[config.mk]
export PLATFORM = sky130hd
export DESIGN_NAME = ddr_rw_sched
export DESIGN_NICKNAME = d
export VERILOG_FILES = /design/src/rtl/ddr_rw_sched_pkg.sv /design/src/rtl/ddr_rw_sched_drain_timer.sv /design/src/rtl/ddr_rw_sched.sv
export SDC_FILE = /design/constraint.sdc
export NUM_CORES = 1
export LEC_CHECK = 0
export CORE_ASPECT_RATIO = 0.9
export CORE_MARGIN = 1
export CORE_UTILIZATION = 44
export CTS_BUF_LIST = sky130_fd_sc_hd__clkbuf_4
export CTS_CLUSTER_SIZE = 10
export DETAILED_ROUTE_END_ITERATION = 10
export PLACE_DENSITY = 0.69
export SLEW_MARGIN = 20
export SYNTH_ARGS = -nofsm -noshare
export SYNTH_HDL_FRONTEND = slang
export SYNTH_SLANG_ARGS = --single-unit
[constraint.sdc]
create_clock -name clk -period 6.08 [get_ports clk]
set_clock_uncertainty 0.15 [all_clocks]
set_input_delay 1.52 -clock clk [delete_from_list [all_inputs] [get_ports clk]]
set_output_delay 1.52 -clock clk [all_outputs]
set_load 0.01 [all_outputs]
[src/rtl/ddr_rw_sched_pkg.sv]
// ddr_rw_sched_pkg: state encoding and drain-timeout derivation shared by the scheduler.
package ddr_rw_sched_pkg;

    typedef enum logic [1:0] {
        ST_IDLE  = 2'd0,
        ST_READ  = 2'd1,
        ST_WRITE = 2'd2,
        ST_DRAIN = 2'd3
    } state_t;

    function automatic logic [31:0] tmo_cyc(input logic [31:0] freq, input logic [31:0] ms);
        return (freq / 32'd1000) * ms;
    endfunction

endpackage

[src/rtl/ddr_rw_sched_drain_timer.sv]
// drain_timer: saturating 32-bit busy-cycle counter that flags the last allowed drain cycle.
module drain_timer #(
    parameter logic [31:0] TMO_CYC = 32'd5
) (
    input  logic clk,
    input  logic rst,
    input  logic en,
    input  logic clr,
    output logic expired
);
    logic [31:0] cnt_q, cnt_d;

    always_comb cnt_d = clr ? '0 : (en && cnt_q != '1) ? cnt_q + 32'd1 : cnt_q;

    always_ff @(posedge clk)
        if (rst) cnt_q <= '0;
        else     cnt_q <= cnt_d;

    assign expired = en && (cnt_q == TMO_CYC - 32'd1);
endmodule

[src/rtl/ddr_rw_sched.sv]
// ddr_rw_sched: turns key pulses into exclusive rd_en/wr_en levels, draining the
// DDR3 controller between mode changes with a bounded wait.
module ddr_rw_sched
    import ddr_rw_sched_pkg::*;
#(
    parameter logic [27:0] FREQ       = 28'd25_000_000,
    parameter int          TIMEOUT_MS = 100
) (
    input  logic       clk,
    input  logic       rst,
    input  logic       key_rd,
    input  logic       key_wr,
    input  logic       burst_busy,
    output logic       rd_en,
    output logic       wr_en,
    output logic [1:0] mode,
    output logic       timeout_err
);
    localparam logic [31:0] TMO_CYC = tmo_cyc({4'd0, FREQ}, 32'(TIMEOUT_MS));

    state_t state_q, state_d, tgt_q, tgt_d;
    logic   err_q, err_d;
    logic   tmr_en, expired;

    assign tmr_en = (state_q == ST_DRAIN) && burst_busy;

    drain_timer #(.TMO_CYC(TMO_CYC)) u_timer (
        .clk     (clk),
        .rst     (rst),
        .en      (tmr_en),
        .clr     (!tmr_en),
        .expired (expired)
    );

    // key_rd always beats key_wr when both arrive together
    always_comb begin
        state_d = state_q;
        tgt_d   = tgt_q;
        err_d   = err_q;
        case (state_q)
            ST_IDLE:  state_d = key_rd ? ST_READ : key_wr ? ST_WRITE : ST_IDLE;
            ST_READ:  if (key_rd || key_wr) begin
                state_d = ST_DRAIN;
                tgt_d   = key_rd ? ST_IDLE : ST_WRITE;
            end
            ST_WRITE: if (key_rd || key_wr) begin
                state_d = ST_DRAIN;
                tgt_d   = key_rd ? ST_READ : ST_IDLE;
            end
            default: begin
                tgt_d = key_rd ? ((tgt_q == ST_READ)  ? ST_IDLE : ST_READ)
                      : key_wr ? ((tgt_q == ST_WRITE) ? ST_IDLE : ST_WRITE)
                      : tgt_q;
                if (!burst_busy || expired) state_d = tgt_d;
                if (expired) err_d = 1'b1;
            end
        endcase
    end

    always_ff @(posedge clk)
        if (rst) begin
            state_q <= ST_IDLE;
            tgt_q   <= ST_IDLE;
            err_q   <= 1'b0;
        end else begin
            state_q <= state_d;
            tgt_q   <= tgt_d;
            err_q   <= err_d;
        end

    assign rd_en       = (state_q == ST_READ);
    assign wr_en       = (state_q == ST_WRITE);
    assign mode        = state_q;
    assign timeout_err = err_q;
endmodule

==> impl_metrics.json <==
{
  "first_iter_violations": 133,
  "cp_top_family": "buffers and inverters",
  "yosysWarnings": 0,
  "worstSetupStartpointType": "flip-flop",
  "worstSetupEndpoint": "wr_en",
  "path_clk_slew_ns": 0.12,
  "ant_nets": 0,
  "design_area_um2": 2270,
  "drive_above_1_share": 0.0661,
  "netlist-cell-type-count": 49,
  "postCtsHoldBufs": 0,
  "regToRegEndpoint": "u_timer.cnt_q[15]",
  "ios": 10,
  "p_leak_uw": 0.000684,
  "synthToLayoutAreaGrowth_pct": 7.72,
  "cts_setup_buffers": 0,
  "finalPower_uw": 522,
  "synth_fp_nets": 264,
  "critical_path_class": "reg2out",
  "synth_flop_cell": "dfxtp_1",
  "via_per_inst": 5.65,
  "top_layer": "met4",
  "wl_per_cell_um": 13.5,
  "wl_met1_um": 2390,
  "die_h_um": 67.7,
  "slew_headroom": 0.559,
  "fmax_ghz": 0.306,
  "r2r_cells": 5,
  "slowest_stage": "clkdlybuf4s50_1",
  "clock_latency_ns": 0.35,
  "fin_crit_sh": 0.538,
  "crit_chain": "inv_1 > ha_1 > clkdlybuf4s50_1",
  "async_flop_share": 0,
  "grt_overflow": 0,
  "antennaDiodeCount": 0,
  "startpoint": "mode[0]",
  "final_util": 0.502,
  "arrival_ns": 1.60,
  "cp.depth": 3,
  "nNetsFinal": 267,
  "worstMarginPinSlew_ns": 0.661,
  "synth.most_common_cell": "dfxtp_1",
  "cts_tree": "yes",
  "r2r_start": "u_timer.cnt_q[9]",
  "worst_hold_path_type": "reg2reg",
  "power_density_nw_per_um2": 230,
  "cts.sinks": 37,
  "r2r_setup_slack_ns": 3.69,
  "synth_top_area_frac": 0.352,
  "hold_viol_final": 0,
  "grt_usage": 0.189,
  "avgSynthCellArea_um2": 8.33,
  "fin_crit_ns": 3.27,
  "grt_start_max_net_pins": 35,
  "cts-htree-levels": 2,
  "grt_pass1_vias": 1537,
  "grt_first_pass_wirelength_um": 7340,
  "setup_tns_ns": 0,
  "die_x_um": 74.9,
  "end_kind": "output pin",
  "final_max_slew_viol_count": 0,
  "wl_met3_um": 143,
  "crit_buf_inv": 2,
  "post_dp_cell_area_um2": 2210,
  "syn_area_um2": 2110,
  "rsz0062_at_grt": "false",
  "nFillCells": 428,
  "cts.path.max_buffers": 2,
  "cts.repair.resized": 0,
  "numPortBuffers": 9,
  "numCtsBuffers": 5,
  "ir_drop_uv": 224,
  "yosys-top-cells-area": "dfxtp_1 35%, xnor2_1 8.7%, nor2_1 5.5%",
  "start_util": 0.466,
  "drc": 0,
  "synth-seq-area-share": 0.352,
  "synth-seq-cells": 37,
  "firstDrtPassIters": 4,
  "antenna_found_initial": 0,
  "setup_viol": 0,
  "wl_um": 4290,
  "cts_root_buf": "clkbuf_4",
  "drv_cap": 0,
  "synth_common_cells": "37 x dfxtp_1, 31 x nor2_1, 21 x xnor2_1, 18 x a21oi_1, 16 x nand2_1",
  "synth_edf_count": 0,
  "min-delay-start": "timeout_err",
  "vias": 1802,
  "coreArea_um2": 4520,
  "worst_ep_required_time_ns": 4.41,
  "rows": 23,
  "gp_congestion": 0.844,
  "yosysTopAreaCell": "dfxtp_1",
  "status": "finished clean",
  "route.met2.wl_um": 1740,
  "max_stage_delay_ns": 0.48,
  "cp_max_fo": 5,
  "synth_cells": 253,
  "dieArea_um2": 5070,
  "hpwlAfterDp_um": 3010
}
[state kept, by name, indices dropped and copies added, names as in the netlist]
name	cells
u_timer.cnt_q	32
mode	2
tgt_q	2
timeout_err	1
[logic make-up after synthesis]
| group | share of synthesized area |
|---|---|
| XOR/XNOR | 0.0915 |
| AO/OA/AOI/OAI | 0.126 |
| AND/OR/NAND/NOR | 0.338 |
| adder cells (fa/ha/maj) | 0.0356 |
| flip-flops | 0.352 |
| buffers and inverters | 0.0469 |
| multiplexers | 0.0101 |
[worst min-delay path by stage]
stage / endpoint / slack, ns / cells after the start
global placement: timeout_err / 0.34 / 2
floorplan: tgt_q[1] / 0.32 / 2
detailed placement: timeout_err / 0.33 / 2
finish: timeout_err / 0.36 / 2
CTS: timeout_err / 0.36 / 2
global route: u_timer.cnt_q[1] / 0.39 / 2
[power by group]
part	switching (uW)	total (uW)	internal, uW
clock network	85.5	134	48.6
logic	64.9	124	59.4
registers	12.1	264	252
total	163	522	360
[area by class of cell]
cell class,count,area (um2),share of cell area
flip-flops and latches,37,741,0.326
repair buffers,10,97.6,0.0430
clock inverters,2,10.0,0.00441
clock buffers,6,45.0,0.0198
well taps,62,77.6,0.0342
multi-input cells,196,1280,0.562
inverters,6,22.5,0.00992
[routing by layer]
layer | track usage | vias up
met5 | 0 | -
met4 | 0.0566 | 0
met3 | 0.0403 | 4
met2 | 0.279 | 28
met1 | 0.272 | 833
li1 | - | 937
[per-stage QoR]
stage | hold WS [ns] | cells | setup slack (ns)
floorplan | 0.319 | 253 | 3.27
global placement | 0.339 | 311 | 2.68
detailed placement | 0.332 | 311 | 2.64
CTS | 0.360 | 319 | 2.80
global route | 0.391 | 319 | 2.74
finish | 0.360 | 319 | 2.81
[cell usage in the layout (no fill, tap or decap), types with 2 or more instances in the layout]
master,instances
and4_1,6
clkbuf_4,6
nand4_1,13
a211o_1,2
nand3_1,12
xnor2_1,21
nor4b_1,3
clkdlybuf4s50_1,9
nor4_1,7
a211oi_1,6
or3_1,8
nor3b_1,3
or4_1,2
nor2_1,31
nand2_1,16
clkinv_2,2
and3_1,3
nor3_1,6
ha_1,6
o21ai_1,2
a21oi_1,18
dfxtp_1,37
inv_1,6
o21ai_0,7
nand2b_1,2
[worst reg2reg max path, cell delays in order, from the launching register on]
cell and delay (ns):
dfxtp_1 0.48, and4_1 0.42, and4_1 0.61, a21oi_2 0.18, nand4_1 0.13, mux2_1 0.32
(Power assumes the default switching activity.)
